$ cat config.mk
export PLATFORM = sky130hd
export DESIGN_NAME = iter_div_ctrl
export DESIGN_NICKNAME = d
export VERILOG_FILES = /design/src/rtl/div_pkg.sv /design/src/rtl/sub_cell.sv /design/src/rtl/sub_row.sv /design/src/rtl/iter_div_ctrl.sv
export SDC_FILE = /design/constraint.sdc
export NUM_CORES = 1
export LEC_CHECK = 0
export ABC_AREA = 1
export BUFFER_PORTS_ARGS = -buffer_cell sky130_fd_sc_hd__buf_2
export CORE_UTILIZATION = 25
export DETAILED_ROUTE_END_ITERATION = 6
export PLACE_DENSITY = 0.4
export SLEW_MARGIN = 20
export SYNTH_ARGS = -nofsm -noshare
export SYNTH_HDL_FRONTEND = slang
export SYNTH_SLANG_ARGS = --single-unit
$ cat constraint.sdc
create_clock -name clk -period 4.4 [get_ports clk]
set_clock_uncertainty 0.1 [all_clocks]
set_input_delay 0.66 -clock clk [delete_from_list [all_inputs] [get_ports clk]]
set_output_delay 0.66 -clock clk [all_outputs]
set_load 0.05 [all_outputs]
$ cat src/rtl/div_pkg.sv
// Shared types and defaults for the iterative restoring divider.
package div_pkg;
  localparam int DIV_W = 8;

  typedef enum logic [1:0] {
    IDLE,
    CALC,
    DONE
  } div_state_e;
endpackage

$ cat src/rtl/sub_cell.sv
// 1-bit borrow subtractor cell: d = a - b - bin.
module sub_cell (
  input  logic a,
  input  logic b,
  input  logic bin,
  output logic d,
  output logic bout
);
  assign d    = a ^ b ^ bin;
  assign bout = (~(a ^ b) & bin) | (~a & b);
endmodule

$ cat src/rtl/sub_row.sv
// N-bit ripple-borrow subtractor built from sub_cell; bout is the final borrow.
module sub_row #(
  parameter int N = 9
) (
  input  logic [N-1:0] a,
  input  logic [N-1:0] b,
  output logic [N-1:0] diff,
  output logic         bout
);
  logic [N:0] br;

  assign br[0] = 1'b0;

  for (genvar i = 0; i < N; i++) begin : g_cell
    sub_cell u_cell (
      .a   (a[i]),
      .b   (b[i]),
      .bin (br[i]),
      .d   (diff[i]),
      .bout(br[i+1])
    );
  end

  assign bout = br[N];
endmodule

$ cat src/rtl/iter_div_ctrl.sv
// Unsigned restoring divider, one quotient bit per clock, valid/ready on both sides.
// state | meaning
// IDLE  | waiting for operands, in_ready high
// CALC  | W restoring steps in progress
// DONE  | result held until out_ready
module iter_div_ctrl
  import div_pkg::*;
#(
  parameter int W = DIV_W
) (
  input  logic         clk,
  input  logic         rst_n,
  input  logic         in_valid,
  output logic         in_ready,
  input  logic [W-1:0] dividend,
  input  logic [W-1:0] divisor,
  output logic         out_valid,
  input  logic         out_ready,
  output logic [W-1:0] quotient,
  output logic [W-1:0] remainder,
  output logic         div_by_zero
);
  localparam int CW = $clog2(W);

  div_state_e      state;
  logic [W-1:0]    p;
  logic [W-1:0]    q;
  logic [W-1:0]    dvs;
  logic [CW-1:0]   cnt;

  logic [W:0]      s_trial;
  logic [W:0]      t_trial;
  logic            borrow;
  logic [W-1:0]    p_next;
  logic [W-1:0]    q_next;
  logic            unused_t_msb;

  assign s_trial = {p, q[W-1]};

  sub_row #(.N(W + 1)) u_sub (
    .a   (s_trial),
    .b   ({1'b0, dvs}),
    .diff(t_trial),
    .bout(borrow)
  );

  // A successful trial always fits in W bits, so the top difference bit is dropped.
  assign unused_t_msb = t_trial[W];
  assign p_next       = borrow ? s_trial[W-1:0] : t_trial[W-1:0];
  assign q_next       = {q[W-2:0], ~borrow};

  assign in_ready  = (state == IDLE);
  assign out_valid = (state == DONE);

  always_ff @(posedge clk or negedge rst_n) begin
    if (!rst_n) begin
      state       <= IDLE;
      p           <= '0;
      q           <= '0;
      dvs         <= '0;
      cnt         <= '0;
      quotient    <= '0;
      remainder   <= '0;
      div_by_zero <= 1'b0;
    end else begin
      case (state)
        IDLE: begin
          if (in_valid) begin
            dvs <= divisor;
            if (divisor == '0) begin
              state       <= DONE;
              quotient    <= '1;
              remainder   <= dividend;
              div_by_zero <= 1'b1;
            end else begin
              state <= CALC;
              p     <= '0;
              q     <= dividend;
              cnt   <= CW'(W - 1);
            end
          end
        end
        CALC: begin
          p   <= p_next;
          q   <= q_next;
          cnt <= cnt - 1'b1;
          if (cnt == '0) begin
            state       <= DONE;
            quotient    <= q_next;
            remainder   <= p_next;
            div_by_zero <= 1'b0;
          end
        end
        DONE: begin
          if (out_ready) state <= IDLE;
        end
        default: state <= IDLE;
      endcase
    end
  end
endmodule
==> results of run 1 <==
-- final cells by class --
class	count	area share [%]
Timing Repair Buffer	44	7.98
Clock buffer	6	2.80
Inverter	34	4.33
Sequential cell	46	39.0
Multi-Input combinational cell	202	38.4
Clock inverter	2	2.04
Tap cell	129	5.47
-- sequential cells by signal, indices dropped and copies added (netlist names) --
register     count
dvs              8
p                8
q                8
quotient         8
remainder        8
cnt              3
state            2
div_by_zero      1
-- cell families (layout without fill, tap and decap cells) --
family | Yosys count | in the layout | share of synthesized area [%]
compound gates | 12 | 12 | 3.09
flops | 46 | 46 | 47.4
mux | 8 | 8 | 3.71
buf+inv | 44 | 86 | 7.52
simple gates | 172 | 172 | 31.0
fa+ha+maj | 10 | 10 | 7.31
-- layer usage --
metal / vias to the layer above / track usage (%) / share of wire [%]
met2: 43 / 22.1 / 46
li1: 1006 / - / -
met4: 0 / 4.35 / 1.5
met5: - / 0 / 0
met1: 939 / 18.0 / 49
met3: 5 / 2.29 / 3.7
-- power breakdown --
part	total (W)	switching, W	internal (W)
Clock	0.000399	0.000157	0.000243
Sequential	0.000744	0.000122	0.000622
Combinational	0.00141	0.000967	0.000447
Total	0.00256	0.00125	0.00131
-- per-stage QoR --
stage,worst slack (ns),utilization (%)
after CTS,0.0415,31.4
final,0.200,31.6
after detailed placement,-0.246,29.7
after global routing,0.0235,31.6
after floorplan,0.00128,-
after global placement,-0.196,29.7
-- cell usage in the layout, fill, tap and decap left out, types with 3 or more instances in the layout --
master and instances:
buf_4 6, dfrtp_1 46, fa_2 6, clkbuf_8 6, mux2_2 8, nor2_1 6
buf_2 38, o21ai_0 8, and2_1 8, nand2_4 3, nand3_1 50, ha_1 3
inv_1 32, nand2_1 99, nor2_2 3
-- repair_timing --
item / CTS / global route
hold buffers: 0 / 0
gates resized for setup: 6 / 5
pin swaps: 1 / 1
endpoints found under the setup margin: 18 / 17
-- worst register-to-register path, cell delays in order, from the launching register on --
cell and delay [ns]:
dfrtp_1 0.35, inv_1 0.04, ha_1 0.20, fa_1 0.45
fa_2 0.39, fa_2 0.41, fa_2 0.41, fa_2 0.41
fa_2 0.40, fa_2 0.42, inv_1 0.08, nor2_2 0.11
nand3_1 0.12, nand3_1 0.07, nand3_1 0.08, nand2_1 0.06
-- worst min path at each step --
stage / start / end / slack (ns) / depth (start not counted)
floorplan: rst_n / cnt[0] / 0.26 / 0
global placement: quotient[0] / quotient[0] / 0.35 / 2
detailed placement: remainder[1] / remainder[1] / 0.36 / 2
CTS: rst_n / quotient[3] / 0.36 / 2
global route: rst_n / quotient[2] / 0.39 / 2
finish: rst_n / quotient[2] / 0.33 / 2
==> metrics.md, run 1 <==
| Metric | Value |
|---|---|
| Synthesized flop and latch total | `46` |
| Max clock buf depth | `2` |
| Tcrit/Tclk final | `95.5%` |
| Worst Tran Pin Value | `0.607 ns` |
| Power, Total | `0.00256 W` |
| H-Tree Depth | `2` |
| # Post-CTS Setup Buffers | `0` |
| Status | `finished clean` |
| Top-count cell post-synth | `nand2_1` |
| Netlist Area Pre-Place | `2430 um^2` |
| EDFF count, synth | `0` |
| Peak VDD IR | `0.340 mV` |
| Worst reg2reg path depth | `15` |
| Synth top area share | `47.4%` |
| Critical Path Stages | `15` |
| Reg2reg end | `remainder[0]` |
| Drt wl/cell | `13.2 um` |
| CP top delay family | `adder cells` |
| Vias in the first global route | `2,056` |
| Leak | `1.54 nW` |
| ANT cells | `0` |
| CP endpoint | `remainder[0]` |
| # IOs | `39` |
| Worst hold path class | `in2async` |
| Most common flop cell mapped by yosys | `dfrtp_1` |
| Mean Syn Cell Area | `8.32 um^2` |
| Final wirelength | `6130 um` |
| Unrepaired setup endpoints after global routing | `no` |
| Synth area leader | `dfrtp_1` |
| Register area share after synthesis | `47.4%` |
| Final setup violation count | `0` |
| Critical path endpoint category | `flip-flop` |
| Inserted Clock Buffers | `5` |
| Routed vias | `1,993` |
| Smallest hold slack | `0.333 ns` |
| Pwr Density | `867 nW/um^2` |
| Antenna violations before repair | `0` |
| Die width | `101 um` |
| CTS tree | `done` |
| Final Non-Filler Cells | `463` |
| DRC viols | `0` |
| Cell count after placement | `455` |
| Overflow after GRT | `0` |
| Clock Sinks | `46` |
| Critical R2R Launch | `q[7]` |
| Clk root buf | `clkbuf_8` |
| Top cells by count, synth | `nand2_1, nand3_1, dfrtp_1` |
| Global placement routability congestion | `0.718` |
| Final Hold Fails | `0` |
| Total GRT Usage | `13.5%` |
| Most used cell, CP | `fa_2` |
| Clock Latency Late Sink | `0.31 ns` |
| Ys Warns | `0` |
| Multi-input gate area | `1130 um^2` |
| Worst EP arrival | `4.30 ns` |
| CP bufs+invs | `2` |
| Fin crit period | `4.20 ns` |
| Mapped Nets | `322` |
| Antenna-violating nets left | `0` |
| Register area | `1150 um^2` |
| Register-to-register setup slack | `0.20 ns` |
| Via density | `4.30` |
| Area of the core | `9330 um^2` |
| Worst Path Required | `4.50 ns` |
| Fillcell total | `1,002` |
| Largest net degree at the start of global routing | `47` |
| Worst Setup Start Kind | `flip-flop` |
| DR iter-0 viols | `88` |
| Crit path largest cell delay | `0.45 ns` |
| Max-slew headroom | `59.5%` |
| First-pass GRT wire length | `10,400 um` |
| Die Y | `101 um` |
| Async SR Flop Fraction | `100%` |
| Crit Path Max Fanout | `10` |
| Syn-to-layout area delta | `21.4%` |
| Initial Utilization | `26.0%` |
| I/O Buffers | `38` |
| Cell count after synthesis | `292` |
| Setup TNS | `0 ns` |
| Type of the worst setup path | `reg2reg` |
| Hpwl dp | `4340 um` |
| # rows | `35` |
| Max Fclk | `238 MHz` |
| Layout cells sized above 1 | `23.7%` |
| Max Slew Vio Count | `0` |
| Placement Cell Area | `2770 um^2` |
| Drt first pass iters | `6` |
| Yosys cell types | `21` |
| Critical Path Slowest Stage Cell | `fa_1` |
| Final Cell Area | `2950 um^2` |
| Max-Cap Viols | `0` |
| DIE AREA | `10,100 um^2` |
| Ranking of synthesized cells by area | `dfrtp_1, nand2_1, nand3_1` |
| Layout Nets | `363` |
| Cell breakdown of the critical path | `inv_1 -> ha_1 -> fa_1 -> fa_2 -> fa_2 -> fa_2 -> fa_2 -> fa_2 -> fa_2 -> inv_1 -> nor2_2 -> nand3_1 -> nand3_1 -> nand3_1 -> nand2_1` |
| Reg clk slew, reported paths | `0.10 ns` |
| Crit. Startpoint | `q[7]` |
No activity file was read; power rests on OpenSTA's default activity.
==> inputs of run 2 (changes only) <==
- REMOVE_ABC_BUFFERS: not set -> 1
==> metrics.md, run 2 (synthesis results as in run 1) <==
| Metric | Value |
|---|---|
| Vias in the first global route | `2,223` |
| P_sw | `0.00124 W` |
| Setup TNS | `0 ns` |
| Critical path endpoint category | `flip-flop` |
| Commonest non-fill, non-tap cell in the layout | `nand2_1` |
| Layout Nets | `363` |
| Worst EP arrival | `4.31 ns` |
| Leak | `1.54 nW` |
| Global placement routability congestion | `0.748` |
| Antenna-violating nets left | `0` |
| Total GRT Usage | `13.6%` |
| DRC viols | `0` |
| Switching share of power | `48.9%` |
| Max Fclk | `238 MHz` |
| Largest net degree at the start of global routing | `47` |
| Clock Latency Late Sink | `0.31 ns` |
| Worst Path Required | `4.50 ns` |
| Clock Sinks | `46` |
| Most frequent cells in the layout | `nand2_1, nand3_1, dfrtp_1` |
| Hpwl dp | `4160 um` |
| Area of the core | `9330 um^2` |
| Drt wl/cell | `13.2 um` |
| Seq pwr share | `29.1%` |
| DR iter-0 viols | `57` |
| Inserted Clock Buffers | `5` |
| Peak VDD IR | `0.267 mV` |
| Max-Cap Viols | `0` |
| H-Tree Depth | `2` |
| Pwr Density | `863 nW/um^2` |
| Crit Path Max Fanout | `10` |
| Core Util, Final | `31.6%` |
| Worst Tran Pin Value | `0.618 ns` |
| Register-to-register setup slack | `0.19 ns` |
| Initial Utilization | `26.0%` |
| P_int | `0.00130 W` |
| Die width | `101 um` |
| Fillcell total | `1,029` |
| CTS tree | `done` |
| Final wirelength | `6100 um` |
| Via density | `4.30` |
| Met2 usage | `23.7%` |
| Tcrit/Tclk final | `95.7%` |
| # rows | `35` |
| Final setup violation count | `0` |
| Max-slew headroom | `58.8%` |
| Max clock buf depth | `2` |
| First-pass GRT wire length | `10,700 um` |
| Fin crit period | `4.21 ns` |
| GR peak layer | `met2` |
| Met3 Usage GRT | `2.36%` |
| GRT met1 Usage | `17.2%` |
| Max Slew Vio Count | `0` |
| Type of the worst setup path | `reg2reg` |
| Layout cells sized above 1 | `23.7%` |
| Antenna violations before repair | `0` |
| Syn-to-layout area delta | `21.2%` |
| Die Y | `101 um` |
| Reg clk slew, reported paths | `0.10 ns` |
| I/O Buffers | `38` |
| Worst hold path class | `in2async` |
| Routed vias | `1,991` |
| DP Worst Slack | `-0.265 ns` |
| Clk root buf | `clkbuf_8` |
| Overflow after GRT | `0` |
| DIE AREA | `10,100 um^2` |
| Clk pwr share | `15.2%` |
| # Post-CTS Setup Buffers | `0` |
| ANT cells | `0` |
| Status | `finished clean` |
| Worst Setup Start Kind | `flip-flop` |
| # IOs | `39` |
| Final Worst Setup Slack | `0.190 ns` |
| Combinational power share | `55.7%` |
| Final Hold Fails | `0` |
| Drt first pass iters | `4` |
[run 2: changes by cell type in the layout (fill, tap and decap cells not counted)]
cell,previous run,this run
clkbuf_8,6,5
clkinv_4,0,1
[run 2: stage by stage]
step | hold WS, ns | power, W | std cells | instance area [um^2]
after CTS | 0.362 | 0.00259 | 463 | 2930
after global routing | 0.388 | 0.00280 | 463 | 2940
final | 0.341 | 0.00254 | 463 | 2940
after global placement | 0.350 | 0.00215 | 455 | 2770
after detailed placement | 0.355 | 0.00216 | 455 | 2770
after floorplan | 0.264 | 0.00176 | 282 | 2370
[run 2: final cells by class]
cell class | instances | area [um^2] | share of cell area (%)
Clock buffer | 5 | 68.8 | 2.34
Sequential cell | 46 | 1150 | 39.1
Inverter | 34 | 128 | 4.33
Clock inverter | 3 | 68.8 | 2.34
Multi-Input combinational cell | 202 | 1130 | 38.4
Timing Repair Buffer | 44 | 235 | 7.99
Tap cell | 129 | 161 | 5.48
[run 2: worst paths after layout]
kind,from,end,cells after the start
worst max-delay path,q[7],remainder[7],15
worst min-delay path,rst_n,quotient[0],2
worst max register to register,q[7],remainder[7],15
worst min register to register,remainder[0],remainder[0],2
max in group asynchronous,rst_n,p[5],2
min in group clk,remainder[0],remainder[0],2
[run 2: repair_timing]
action                     4_1_cts  5_1_grt
resized for setup                7        4
pin swaps                        1        0
hold buffers                     0        0
setup endpoints to repair       18       18
[run 2: power by group through the flow]
stage               combinational (W)  sequential [W]  clock [W]
floorplan                    0.000776        0.000986          0
detailed placement            0.00141        0.000747          0
global placement              0.00140        0.000745          0
CTS                           0.00145        0.000741   0.000403
global route                  0.00161        0.000765   0.000419
finish                        0.00141        0.000740   0.000387
[run 2: critical path, stage by stage, from the launching register on]
cell,delay (ns)
dfrtp_1,0.35
inv_1,0.04
ha_1,0.21
fa_2,0.40
fa_2,0.40
fa_1,0.46
fa_2,0.41
fa_2,0.40
fa_2,0.40
fa_2,0.42
inv_1,0.08
nor2_2,0.10
nand3_1,0.12
nand3_1,0.07
nand3_1,0.08
nand2_1,0.06
[run 2: metal layers]
layer | share of wire, % | wire length, um
met5 | 0 | 0
met4 | 1.5 | 93
met1 | 48 | 2940
met2 | 48 | 2920
met3 | 2.4 | 147
==> inputs of run 3 (changes only) <==
- CAP_MARGIN: not set -> 30
- CORE_MARGIN: not set -> 2
- REMOVE_ABC_BUFFERS: 1 -> not set
==> metrics.md, run 3 (synthesis results as in run 1) <==
| Metric | Value |
|---|---|
| Worst hold path class | `in2async` |
| # rows | `35` |
| DR iter-0 viols | `78` |
| Max-Cap Viols | `0` |
| Final Hold Fails | `0` |
| Drt first pass iters | `4` |
| Final Non-Filler Cells | `463` |
| Clock Sinks | `46` |
| Max-slew headroom | `58.1%` |
| DRC viols | `0` |
| Max clock buf depth | `2` |
| Worst Path Required | `4.50 ns` |
| Cell count after placement | `455` |
| Die Y | `103 um` |
| Global placement routability congestion | `0.772` |
| DIE AREA | `10,500 um^2` |
| Clk root buf | `clkbuf_8` |
| Tcrit/Tclk final | `95.0%` |
| Status | `finished clean` |
| Most frequent cells in the layout | `nand2_1, nand3_1, dfrtp_1` |
| Inserted Clock Buffers | `5` |
| Max Slew Vio Count | `0` |
| Total GRT Usage | `13.3%` |
| Worst reg2reg path depth | `15` |
| Die width | `103 um` |
| Max Fclk | `239 MHz` |
| Unrepaired setup endpoints after global routing | `no` |
| First-pass GRT wire length | `10,800 um` |
| Overflow after GRT | `0` |
| Antenna-violating nets left | `0` |
| Final wirelength | `6230 um` |
| Largest net degree at the start of global routing | `47` |
| Worst Setup Start Kind | `flip-flop` |
| # IOs | `39` |
| ANT cells | `0` |
| H-Tree Depth | `2` |
| Drt wl/cell | `13.5 um` |
| Final setup violation count | `0` |
| Worst EP arrival | `4.28 ns` |
| Power, Total | `0.00244 W` |
| Initial Utilization | `26.0%` |
| Reg clk slew, reported paths | `0.09 ns` |
| Routed vias | `1,991` |
| Commonest non-fill, non-tap cell in the layout | `nand2_1` |
| Hpwl dp | `4330 um` |
| Pwr Density | `843 nW/um^2` |
| Critical R2R Launch | `q[7]` |
| Clock Latency Late Sink | `0.30 ns` |
| Leak | `1.52 nW` |
| Area of the core | `9330 um^2` |
| Crit Path Max Fanout | `10` |
| Worst Tran Pin Value | `0.628 ns` |
| Syn-to-layout area delta | `18.9%` |
| Peak VDD IR | `0.320 mV` |
| Vias in the first global route | `2,195` |
| Register-to-register setup slack | `0.22 ns` |
| Critical path endpoint category | `flip-flop` |
| Layout cells sized above 1 | `23.1%` |
| Via density | `4.30` |
| Type of the worst setup path | `reg2reg` |
| Reg2reg end | `remainder[6]` |
| Antenna violations before repair | `0` |
| Layout Nets | `363` |
| CTS tree | `done` |
| Fin crit period | `4.18 ns` |
| I/O Buffers | `38` |
## run 3: routing by layer
| layer | wire, um | GRT usage, % |
|---|---|---|
| met1 | 2990 | 17.5 |
| met2 | 2930 | 22.3 |
| met3 | 234 | 2.85 |
| met4 | 81 | 3.69 |
| met5 | 0 | 0 |
## run 3: layout make-up
class	count	area, um^2
Clock buffer	7	86.3
Clock inverter	1	5.00
Fill cell	1030	6440
Inverter	34	128
Multi-Input combinational cell	202	1120
Sequential cell	46	1150
Tap cell	129	161
Timing Repair Buffer	44	235
## run 3: per-stage QoR
stage	TNS, ns	worst slack (ns)	util [%]	hold WS, ns	instance area, um^2
finish	0	0.218	31.0	0.333	2890
global route	0	0.00992	31.0	0.402	2890
CTS	0	0.0209	30.9	0.377	2880
detailed placement	-4.05	-0.284	29.7	0.355	2770
global placement	-2.78	-0.203	29.7	0.351	2770
floorplan	0	0.00128	-	0.264	2430
## run 3: critical path: stages, from the launching register on
cell,delay [ns]
dfrtp_1,0.35
inv_1,0.04
ha_1,0.21
fa_2,0.40
fa_2,0.41
fa_2,0.41
fa_2,0.40
fa_2,0.41
fa_2,0.41
fa_2,0.42
inv_1,0.08
nor2_2,0.10
nand3_1,0.12
nand3_1,0.09
nand3_1,0.08
nand2_1,0.05
## run 3: power breakdown
| part | switching (W) | internal, W | total, W |
|---|---|---|---|
| logic | 0.000971 | 0.000447 | 0.00142 |
| registers | 0.000118 | 0.000622 | 0.000740 |
| clock network | 0.000150 | 0.000127 | 0.000277 |
## run 3: how the worst max path moves through the flow
| stage | from | to | slack, ns | cells after the start |
|---|---|---|---|---|
| final | q[7] | remainder[6] | 0.22 | 15 |
| after detailed placement | q[7] | remainder[6] | -0.28 | 14 |
| after global routing | q[7] | remainder[7] | 0.01 | 15 |
| after floorplan | q[7] | remainder[4] | 0.001 | 14 |
| after global placement | q[7] | remainder[6] | -0.20 | 14 |
| after CTS | q[7] | remainder[6] | 0.02 | 14 |
## run 3: repair_timing
item,CTS,global route
endpoints found under the setup margin,18,17
hold buffers,0,0
pin swaps,1,0
resized for setup,6,4
gates cloned,0,0
buffers inserted,0,0
